**src/rtl/clk_sw_pkg.sv**
```systemverilog
// clk_sw_pkg: shared types and helpers for the clock-switch sequencer.
//   csw_state_e  : sequencer states (idle / settle window running)
//   CSW_SEL_CLK0 : select value that picks clk0
//   CSW_SEL_CLK1 : select value that picks clk1
//   csw_cnt_w()  : counter width needed to hold values 0 .. n-1 (at least 1 bit)
package clk_sw_pkg;

    typedef enum logic [0:0] {
        CSW_IDLE   = 1'b0,
        CSW_SETTLE = 1'b1
    } csw_state_e;

    localparam logic CSW_SEL_CLK0 = 1'b0;
    localparam logic CSW_SEL_CLK1 = 1'b1;

    function automatic int unsigned csw_cnt_w(input int unsigned n);
        return (n > 1) ? $clog2(n) : 1;
    endfunction

endpackage

```
**src/rtl/clk_sw_timer.sv**
```systemverilog
// clk_sw_timer: loadable down-counter that stops at zero.
// Ports:
//   clk      in   reference clock (rising edge)
//   rst_n    in   synchronous active-low reset, clears the count
//   load     in   load load_val this cycle (has priority over en)
//   load_val in   value to load
//   en       in   decrement while the count is nonzero
//   zero     out  count equals zero
module clk_sw_timer #(
    parameter int unsigned WIDTH = 4
) (
    input  logic             clk,
    input  logic             rst_n,
    input  logic             load,
    input  logic [WIDTH-1:0] load_val,
    input  logic             en,
    output logic             zero
);

    logic [WIDTH-1:0] cnt_q;
    logic [WIDTH-1:0] cnt_d;

    always_comb begin
        cnt_d = cnt_q;
        if (load) begin
            cnt_d = load_val;
        end else if (en && (cnt_q != '0)) begin
            cnt_d = cnt_q - WIDTH'(1);
        end
    end

    always_ff @(posedge clk) begin
        if (!rst_n) begin
            cnt_q <= '0;
        end else begin
            cnt_q <= cnt_d;
        end
    end

    assign zero = (cnt_q == '0);

endmodule

```
**src/rtl/clk_switch_ctrl.sv**
```systemverilog
// clk_switch_ctrl: sequencer for the glitch-free two-input clock switch.
// Accepts clock-select requests, checks the target clock is present, drives the mux
// select from a flop and holds it for SETTLE_CYC cycles before committing cur_sel.
// Optional automatic failover is enabled by defining CLK_SW_FAILOVER_EN.
// Ports:
//   clk        in   always-on reference clock
//   rst_n      in   synchronous active-low reset
//   req_valid  in   switch request
//   req_sel    in   requested clock (0 = clk0, 1 = clk1)
//   req_ready  out  request accepted when req_valid & req_ready (combinational)
//   clk0_ok    in   clk0 present (already synchronised)
//   clk1_ok    in   clk1 present (already synchronised)
//   select     out  mux select, straight from a flop
//   cur_sel    out  committed clock, updated when the settle window ends
//   busy       out  settle window running
//   done       out  pulse: request or failover completed
//   err        out  pulse: request rejected, target clock not ok
//   fail_evt   out  pulse: failover switch started (0 without CLK_SW_FAILOVER_EN)
module clk_switch_ctrl
    import clk_sw_pkg::*;
#(
    parameter int unsigned SETTLE_CYC = 16,
    parameter int unsigned FAIL_CYC   = 4,
    parameter logic        RST_SEL    = CSW_SEL_CLK0
) (
    input  logic clk,
    input  logic rst_n,
    input  logic req_valid,
    input  logic req_sel,
    output logic req_ready,
    input  logic clk0_ok,
    input  logic clk1_ok,
    output logic select,
    output logic cur_sel,
    output logic busy,
    output logic done,
    output logic err,
    output logic fail_evt
);

    localparam int unsigned    SW          = csw_cnt_w(SETTLE_CYC);
    localparam logic [SW-1:0]  SETTLE_LOAD = SW'(SETTLE_CYC - 1);

    csw_state_e state_q, state_d;
    logic       sel_q, sel_d;
    logic       cur_q, cur_d;
    logic       done_q, done_d;
    logic       err_q, err_d;
    logic       fev_q, fev_d;
    logic       tmr_load;
    logic       tmr_zero;
    logic       ok_cur;
    logic       ok_target;
    logic       fail_trip;

    assign ok_cur    = cur_q   ? clk1_ok : clk0_ok;
    assign ok_target = req_sel ? clk1_ok : clk0_ok;

`ifdef CLK_SW_FAILOVER_EN
    localparam int unsigned   FW       = csw_cnt_w(FAIL_CYC);
    localparam logic [FW-1:0] FAIL_MAX = FW'(FAIL_CYC - 1);

    logic          ok_other;
    logic [FW-1:0] fail_cnt_q, fail_cnt_d;

    assign ok_other = cur_q ? clk0_ok : clk1_ok;

    // Counts consecutive idle cycles with the active clock missing; saturates.
    always_comb begin
        fail_cnt_d = fail_cnt_q;
        if ((state_q != CSW_IDLE) || ok_cur) begin
            fail_cnt_d = '0;
        end else if (fail_cnt_q != FAIL_MAX) begin
            fail_cnt_d = fail_cnt_q + FW'(1);
        end
    end

    always_ff @(posedge clk) begin
        if (!rst_n) begin
            fail_cnt_q <= '0;
        end else begin
            fail_cnt_q <= fail_cnt_d;
        end
    end

    // With both clocks gone the counter sits saturated and fires once the other returns.
    assign fail_trip = (state_q == CSW_IDLE) && (fail_cnt_q == FAIL_MAX) && !ok_cur && ok_other;
`else
    assign fail_trip = 1'b0;
`endif

    always_comb begin
        state_d  = state_q;
        sel_d    = sel_q;
        cur_d    = cur_q;
        done_d   = 1'b0;
        err_d    = 1'b0;
        fev_d    = 1'b0;
        tmr_load = 1'b0;
        case (state_q)
            CSW_IDLE: begin
                // Failover wins over a simultaneous request, which stays pending.
                if (fail_trip) begin
                    sel_d    = ~cur_q;
                    fev_d    = 1'b1;
                    tmr_load = 1'b1;
                    state_d  = CSW_SETTLE;
                end else if (req_valid) begin
                    if (req_sel == cur_q) begin
                        done_d = 1'b1;
                    end else if (!ok_target) begin
                        err_d = 1'b1;
                    end else begin
                        sel_d    = req_sel;
                        tmr_load = 1'b1;
                        state_d  = CSW_SETTLE;
                    end
                end
            end
            CSW_SETTLE: begin
                if (tmr_zero) begin
                    cur_d   = sel_q;
                    done_d  = 1'b1;
                    state_d = CSW_IDLE;
                end
            end
            default: state_d = CSW_IDLE;
        endcase
    end

    always_ff @(posedge clk) begin
        if (!rst_n) begin
            state_q <= CSW_IDLE;
            sel_q   <= RST_SEL;
            cur_q   <= RST_SEL;
            done_q  <= 1'b0;
            err_q   <= 1'b0;
            fev_q   <= 1'b0;
        end else begin
            state_q <= state_d;
            sel_q   <= sel_d;
            cur_q   <= cur_d;
            done_q  <= done_d;
            err_q   <= err_d;
            fev_q   <= fev_d;
        end
    end

    clk_sw_timer #(
        .WIDTH(SW)
    ) u_settle_timer (
        .clk      (clk),
        .rst_n    (rst_n),
        .load     (tmr_load),
        .load_val (SETTLE_LOAD),
        .en       (state_q == CSW_SETTLE),
        .zero     (tmr_zero)
    );

    assign req_ready = (state_q == CSW_IDLE) && !fail_trip;
    assign select    = sel_q;
    assign cur_sel   = cur_q;
    assign busy      = (state_q == CSW_SETTLE);
    assign done      = done_q;
    assign err       = err_q;
    assign fail_evt  = fev_q;

endmodule

```
**config.mk**
```make
export PLATFORM = sky130hd
export DESIGN_NAME = clk_switch_ctrl
export DESIGN_NICKNAME = d
export VERILOG_FILES = /design/src/rtl/clk_sw_pkg.sv /design/src/rtl/clk_sw_timer.sv /design/src/rtl/clk_switch_ctrl.sv
export SDC_FILE = /design/constraint.sdc
export NUM_CORES = 1
export LEC_CHECK = 0
export CORE_AREA = 2 2 39 41
export CTS_CLUSTER_DIAMETER = 200
export CTS_CLUSTER_SIZE = 12
export DETAILED_ROUTE_END_ITERATION = 8
export DIE_AREA = 0 0 41 43
export PLACE_DENSITY = 0.58
export SYNTH_ARGS = -nofsm -noshare
export SYNTH_HDL_FRONTEND = slang
export SYNTH_SLANG_ARGS = --single-unit
```
**constraint.sdc**
```tcl
create_clock -name clk -period 3.7 [get_ports clk]
set_input_delay 0.37 -clock clk [delete_from_list [all_inputs] [get_ports clk]]
set_output_delay 0.37 -clock clk [all_outputs]
set_load 0.02 [all_outputs]
```
* Yosys cells after proc, flatten, opt, wreduce, memory -nomap -nowiden
Cells that the tools add are included.
Storage, ports and cells: flip-flop bits (word level) 9, input bits 6, output and inout bits 7, logic and storage cells 33
Operators by class: $add $sub $neg 1, equal/unequal tests 1, mux-type cells 14, bitwise operators 4, reductions and logical operators 7
Operators by type and width (number):
- $mux W1 | 10
- $mux W4 | 2
- $logic_not A4 Y1 | 1
- $not A1 Y1 | 4
- $pmux W1 S2 | 2
- $reduce_and A4 Y1 | 1
- $reduce_bool A4 Y1 | 1
- $reduce_or A4 Y1 | 1
- $sub A4 B1 Y4 const B | 1
- $reduce_and A2 Y1 | 1
- $reduce_bool A2 Y1 | 1
- $eq A1 B1 Y1 | 1
- $logic_and A1 B1 Y1 | 1

* Logic depth before layout (Yosys ltp)
Gate-level depths: netlist of run 1.
depth in word-level cells 6, mapped depth 5, depth with buffers taken out 5

* Modules after synthesis
A second synthesis of run 1 with hierarchy kept.
Second synthesis, totals: cells, all modules 60, area, all modules 501.7 µm²
Modules (own cells, without submodules):
- clk_sw_timer | times used 1, cells each 31, area each 256.5 µm², seq. area each 80.1 µm²
- clk_switch_ctrl | times used 1, cells each 29, area each 245.2 µm², seq. area each 100.1 µm²

* Least setup slack after synthesis of run 1
Ideal clock, no wire load.
path kind flip-flop to flip-flop, start reg u_settle_timer.cnt_q[0], end reg u_settle_timer.cnt_q[3], setup time 0.140 ns, arrival 1.186 ns, required time 3.560 ns, slack 2.374 ns, stages on the path, launching flop included 6, path buffers 0, clock period less this slack 1.326 ns, cell sequence dfxtp_1 inv_1 ha_1 or3b_1 a21oi_1 a221oi_1
Between the ends: longest elaborated chain between the ends 3, elaborated cells on any way between the ends 6, those cells by class 1 x add/sub; 2 x mux; 3 x reduce/logical
Ends and longest elaborated chain:
- start: declaration | RTL line clk_sw_timer.sv:20 | logic [WIDTH-1:0] cnt_q;
- start signal: assignment | RTL line clk_sw_timer.sv:36 | cnt_q <= cnt_d;
- $sub A4 B1 Y4 / $reduce_bool A4 Y1 (equally long branches) | RTL line clk_sw_timer.sv:28, clk_sw_timer.sv:27
- $mux W4 / $logic_and A1 B1 Y1 (equally long branches) | RTL line clk_sw_timer.sv:27 | end else if (en && (cnt_q != '0)) begin
- $mux W4 / $reduce_bool A2 Y1 (equally long branches)
Several ways; a longest one is shown, not always the timed one. The select of a mux whose other input is x is not followed. A chain may end at the register's enable or synchronous reset.

* Worst setup path in the final report of run 1
start reg state_q, in the netlist busy, end out busy
RTL lines:
- start: declaration | RTL line clk_switch_ctrl.sv:44 | csw_state_e state_q, state_d;
- start signal: assignment | RTL line clk_switch_ctrl.sv:140 | state_q <= state_d;
- end: declaration | RTL line clk_switch_ctrl.sv:35 | output logic busy,
No word-level cell between the ends.

==> metrics.md, run 1 <==
| Metric | Value |
|---|---|
| Period minus WS final | `about 1.8 ns` |
| Vias in the first global route | `400` |
| Worst endpoint data arrival time | `approximately 1.5 ns` |
| R2R Setup Slk | `about 2.2 ns` |
| Worst hold endpoint | `cur_sel` |
| # hold bufs at CTS | `0` |
| F_max | `roughly 550 MHz` |
| Drt via density | `5.345` |
| Hold Path Class | `flip-flop to flip-flop` |
| Met3 routed WL | `around 55 um` |
| R2r worst-path depth | `5` |
| Setup_tns | `0 ns` |
| FF-to-FF Start | `u_settle_timer.cnt_q[0]` |
| Slowest Stage Delay on Critical Path | `0.68 ns` |
| Congestion Overflow GR | `0` |
| Critical R2R Capture | `u_settle_timer.cnt_q[1]` |
| Critical path class | `flip-flop to primary output` |
| Worst setup SP type | `flip-flop` |
| Final nets | `76` |
| Final instance area | `615.6 um2` |
| DRT Wirelength | `just under 1000 um` |
| Die ar. | `0.001763 mm2` |
| Max Buffers Root-to-Sink | `2` |
| # setup viols final | `0` |
| Crit path max-delay family | `buffers and inverters` |
| Crit path from | `busy` |
| Total CTS buffers | `3` |
| CTS sink cnt | `9` |
| Worst-path clk slew | `0.07 ns` |
| Total power | `0.0002309 W` |
| Post-synth EDFFs | `0` |
| Detailed placement HPWL | `roughly 740 um` |
| Crit path cell chain | `clkdlybuf4s50_1` |
| Slowest CP cell | `clkdlybuf4s50_1` |
| Die extent in x | `41 um` |
| VDD IR-drop max | `162.8 uV` |
| Fin Hold WS | `0.5389 ns` |
| Worst Skew | `0.01279 ns` |
| Post-CTS setup buffers | `0` |
| CTS tree | `done` |
| Clock insertion delay at the later pin of the skew report | `around 0.27 ns` |
| Status | `finished clean` |
| Main flop type after synthesis | `dfxtp_1` |
| Library cells used by synthesis | `29` |
| Post-Syn Area | `471.7 um2` |
| P per Cell Area | `375.1 mW/mm2` |
| Tcrit/Tclk final | `0.4920` |
| Max-Cap Viols | `0` |
| Placement Cell Area | `approximately 590 um2` |
| DRT antenna net count | `0` |
| Cell depth of the worst setup path | `1` |
| Worst Path Required | `3.33 ns` |
| Met2 routed WL | `450 um` |
| Final hold vios | `0` |
| Number of antenna violations at the first check in global routing | `0` |
| IO Pins | `13` |
| Detailed-route DRC error count | `0` |
| Register area share after synthesis | `0.3820` |
| Initial Utilization | `0.3409` |
| CP bufs+invs | `1` |
| Port bufs | `11` |
| Core area | `around 0.0014 mm2` |
| Row count | `14` |
| Initial DRC Count | `10` |
| Drt pass-1 iters | `4` |
| Gr usage total | `0.1362` |
| Via count | `between 400 and 500` |
| FF+latch count, synth | `9` |
| Pin count of the biggest net entering global routing | `13` |
| Syn nets | `between 60 and 70` |
| Highest Signal Layer | `met4` |
| Layout cell share with drive strength beyond 1 | `0.08824` |
| Area growth syn-to-layout | `30.50%` |
| Worst-path maximum fanout | `12` |
| Leakage power | `0.2329 nW` |
| WL/cell | `11.75 um` |
| First-pass GRT wire length | `1635 um` |
| Placer Congestion | `0.7076` |
| FFs w/ async S/R, synth | `0` |
| Clock Tree Root | `clkbuf_4` |
| Syn Inst Count | `55` |
| RSZ-0062 raised after global routing | `false` |
| CP endpoint kind | `primary output` |
| Hold Path Stages | `2` |
| Final slew viol count | `0` |
| Wl on met1 | `around 460 um` |
| Cts repair resizes | `0` |
| ANT cells | `0` |
| Post-Syn Area per Cell | `approximately 8.6 um2` |
| CTS H-tree depth | `1` |
| Synth Warn # | `0` |
| Chip height | `43 um` |
| Min-delay src | `select` |
[worst reg2reg max path: cells and delay by family (launching register included)]
family	cells	cell delay, ns
AO/OA/AOI/OAI	2	0.21
adder cells (fa/ha/maj)	1	0.27
buffers and inverters	1	0.08
flip-flops	1	0.33
AND/OR/NAND/NOR	1	0.45
[cells in the final DEF (no fill, tap or decap), types with 2 or more instances in the layout]
| master | count |
|---|---|
| dfxtp_1 | 9 |
| a21oi_1 | 4 |
| nor2_1 | 3 |
| nand2_1 | 5 |
| or4b_1 | 2 |
| inv_1 | 4 |
| and3b_1 | 2 |
| clkbuf_4 | 3 |
| nand2b_1 | 3 |
| clkdlybuf4s50_1 | 11 |
| a31oi_1 | 3 |
[synthesized netlist by cell type (2+ instances only)]
cell type | n | area [um2]
nand2b_1 | 3 | 18.77
nor2_1 | 3 | 11.26
nand2_1 | 5 | 18.77
or4b_1 | 2 | 20.02
and3b_1 | 2 | 17.52
a31oi_1 | 3 | 18.77
dfxtp_1 | 9 | 180.2
inv_1 | 4 | 15.01
a21oi_1 | 4 | 20.02
[power breakdown]
group	total, W	switching, W	internal [W]
Combinational	0.0000447	0.0000213	0.0000234
Sequential	0.000109	0.00000660	0.000102
Clock	0.0000774	0.0000359	0.0000415
Total	0.000231	0.0000638	0.000167
[state kept, by name (all words and copies together), names as in the netlist]
register              cells
cur_sel                   1
select                    1
done                      1
busy                      1
u_settle_timer.cnt_q      4
err                       1
[stage by stage]
step | cells | utilization | worst slack, ns
after floorplan | 55 | - | 2.374
after global placement | 80 | 0.4259 | 2.072
after detailed placement | 80 | 0.4259 | 2.029
after CTS | 84 | 0.4448 | 1.880
after global routing | 84 | 0.4448 | 1.811
final | 84 | 0.4448 | 1.880
[metal layers]
layer,GRT usage,vias to the layer above
met1,0.1765,201
met4,0.08000,0
met5,0,-
li1,-,226
met2,0.1969,19
met3,0.03141,3
[final cells by class]
type,count,area (um2)
sequential,9,180.2
clock buffer,4,26.28
multi-input combinational,40,264.0
timing repair buffer,11,110.1
tap,16,20.02
fill,148,768.2
inverter,4,15.01
[cells by family (layout without fill, tap and decap cells)]
group                    Yosys count  in the layout  share of synthesized area
flip-flops                         9              9                     0.3820
AO/OA/AOI/OAI                     14             14                     0.1910
AND/OR/NAND/NOR                   23             23                     0.3130
buffers and inverters              6             19                    0.05834
multiplexers                       1              1                    0.02122
other                              1              1                   0.007950
adder cells (fa/ha/maj)            1              1                    0.02652
[how the worst max path moves through the flow]
| stage | endpoint | slack, ns |
|---|---|---|
| after CTS | busy | 1.88 |
| after global placement | u_settle_timer.cnt_q[0] | 2.07 |
| final | busy | 1.88 |
| after global routing | busy | 1.81 |
| after detailed placement | u_settle_timer.cnt_q[3] | 2.03 |
| after floorplan | u_settle_timer.cnt_q[3] | 2.37 |
No activity file was read; power rests on OpenSTA's default activity.
==> inputs of run 2 (changes only) <==
==> constraint.sdc (replaced) <==
create_clock -name clk -period 1.9 [get_ports clk]
set_input_delay 0.19 -clock clk [delete_from_list [all_inputs] [get_ports clk]]
set_output_delay 0.19 -clock clk [all_outputs]
set_load 0.02 [all_outputs]
==> run 2 against run 1 <==
Compared with the run above:
- final cell count did not move
- wire length rose by 2.3%
- global-route usage fell by 0.34 points
- clock-buffer cell count did not move
- sequential share of layout area did not move
==> metrics.md, run 2 (synthesis results as in run 1) <==
| Metric | Value |
|---|---|
| Congestion Overflow GR | `0 (unchanged)` |
| Via count | `441 (-1.8%)` |
| Gr usage total | `0.1328 (-0.003429)` |
| Largest register FFs | `4 (unchanged)` |
| DRT Wirelength | `1010 um (+2.3%)` |
| Pin count of the biggest net entering global routing | `13 (unchanged)` |
| Clock insertion delay at the later pin of the skew report | `0.26 ns (about the same)` |
| Clock Tree Root | `clkbuf_4` |
| # hold bufs at CTS | `0 (unchanged)` |
| R2r worst-path depth | `5 (unchanged)` |
| FF-to-FF Start | `u_settle_timer.cnt_q[0]` |
| DRT antenna net count | `0 (unchanged)` |
| Die extent in x | `41 um (unchanged)` |
| CTS H-tree depth | `1 (unchanged)` |
| Placer Congestion | `0.7082 (about the same)` |
| Worst setup SP type | `flip-flop` |
| Detailed placement HPWL | `752.9 um (+2.2%)` |
| Max-Cap Viols | `0 (unchanged)` |
| F_max | `between 600 and 700 MHz` |
| Initial DRC Count | `8 (-2)` |
| Worst-path clk slew | `0.07 ns (about the same)` |
| CTS sink cnt | `9 (unchanged)` |
| Area growth syn-to-layout | `30.50% (unchanged)` |
| Worst Path Required | `1.71 ns (-1.62 ns)` |
| Drt via density | `5.250 (-1.8%)` |
| Critical path class | `flip-flop to primary output` |
| First-pass GRT wire length | `1642 um (+0.43%)` |
| CP endpoint kind | `primary output` |
| P per Cell Area | `724.9 mW/mm2 (+93%)` |
| Number of antenna violations at the first check in global routing | `0 (unchanged)` |
| Port bufs | `11 (unchanged)` |
| Chip height | `43 um (unchanged)` |
| IO Pins | `13 (unchanged)` |
| Core area | `0.001384 mm2 (unchanged)` |
| Cell depth of the worst setup path | `1 (unchanged)` |
| Setup_tns | `0 ns (unchanged)` |
| Register bank with the most flops | `u_settle_timer.cnt_q` |
| Slowest Stage Delay on Critical Path | `0.68 ns (about the same)` |
| Die ar. | `0.001763 mm2 (unchanged)` |
| CP bufs+invs | `1 (unchanged)` |
| Cts repair resizes | `0 (unchanged)` |
| Total CTS buffers | `3 (unchanged)` |
| Crit path max-delay family | `buffers and inverters` |
| # setup viols final | `0 (unchanged)` |
| Most common cell after layout, fill and taps aside | `clkdlybuf4s50_1` |
| ANT cells | `0 (unchanged)` |
| Final nets | `76 (unchanged)` |
| Fillers | `149 (+0.68%)` |
| Placement Cell Area | `589.3 um2 (unchanged)` |
| Crit path cell chain | `clkdlybuf4s50_1` |
| Final slew viol count | `0 (unchanged)` |
| WL/cell | `12.02 um (+2.3%)` |
| Leakage power | `0.2329 nW (unchanged)` |
| Vias in the first global route | `410 (+2.5%)` |
| Worst-path maximum fanout | `12 (unchanged)` |
| Post-CTS setup buffers | `0 (unchanged)` |
| Row count | `14 (unchanged)` |
| Worst endpoint data arrival time | `1.46 ns (about the same)` |
| Hold Path Stages | `2 (unchanged)` |
| Initial Utilization | `0.3409 (unchanged)` |
| Layout cell share with drive strength beyond 1 | `0.08824 (unchanged)` |
| Final instance area | `615.6 um2 (unchanged)` |
| Hold Path Class | `flip-flop to flip-flop` |
| Slowest CP cell | `clkdlybuf4s50_1` |
| Crit path from | `busy` |
| Period minus WS final | `1.645 ns` |
| RSZ-0062 raised after global routing | `false` |
| Min-delay src | `select` |
| Worst Skew | `0.01142 ns (-0.001368 ns)` |
| Detailed-route DRC error count | `0 (unchanged)` |
| VDD IR-drop max | `314.4 uV (+93%)` |
| Final hold vios | `0 (unchanged)` |
| Status | `finished clean` |
| Drt pass-1 iters | `3 (-1)` |
| Max Buffers Root-to-Sink | `2 (unchanged)` |
| Most frequent cells in the layout | `clkdlybuf4s50_1, dfxtp_1, nand2_1, inv_1, a21oi_1` |
| CTS tree | `done` |
| Tcrit/Tclk final | `0.8660` |
==> run 2: cell counts in the layout (fill, tap and decap cells not counted) <==
No cell type changed its count.
==> run 2: metal layers <==
layer,part of all wire,GRT usage,vias up
li1,-,-,224
met1,0.47,0.1650,205
met2,0.49,0.2063,12
met3,0.042,0.03141,0
met4,0,0.06000,0
met5,0,0,-
==> run 2: final cells by class <==
class,instances,area (um2),area share
well taps,16,20.02,0.03252
multi-input cells,40,264.0,0.4289
clock buffers,4,26.28,0.04268
repair buffers,11,110.1,0.1789
inverters,4,15.01,0.02439
flip-flops and latches,9,180.2,0.2927
==> run 2: final timing paths <==
| kind | slack (ns) | end |
|---|---|---|
| worst max-delay path | 0.25 | busy |
| worst min-delay path | 0.53 | cur_sel |
| worst max register to register | 0.42 | u_settle_timer.cnt_q[1] |
| worst min register to register | 0.53 | cur_sel |
==> run 2: stage by stage <==
stage | worst slack, ns | power (W) | instances | hold slack [ns] | utilization
floorplan | 0.5741 | 0.0002713 | 55 | 0.3359 | -
global placement | 0.4353 | 0.0003024 | 80 | 0.5268 | 0.4259
detailed placement | 0.4109 | 0.0003031 | 80 | 0.5261 | 0.4259
CTS | 0.2478 | 0.0004484 | 84 | 0.5472 | 0.4448
global route | 0.1960 | 0.0004676 | 84 | 0.5723 | 0.4448
finish | 0.2545 | 0.0004463 | 84 | 0.5346 | 0.4448
==> run 2: where the power goes <==
group	switching [W]	internal, W	leakage, nW	total (W)
Clock	0.0000663	0.0000807	0.0150	0.000147
Combinational	0.0000420	0.0000456	0.144	0.0000877
Sequential	0.0000126	0.000199	0.0735	0.000212
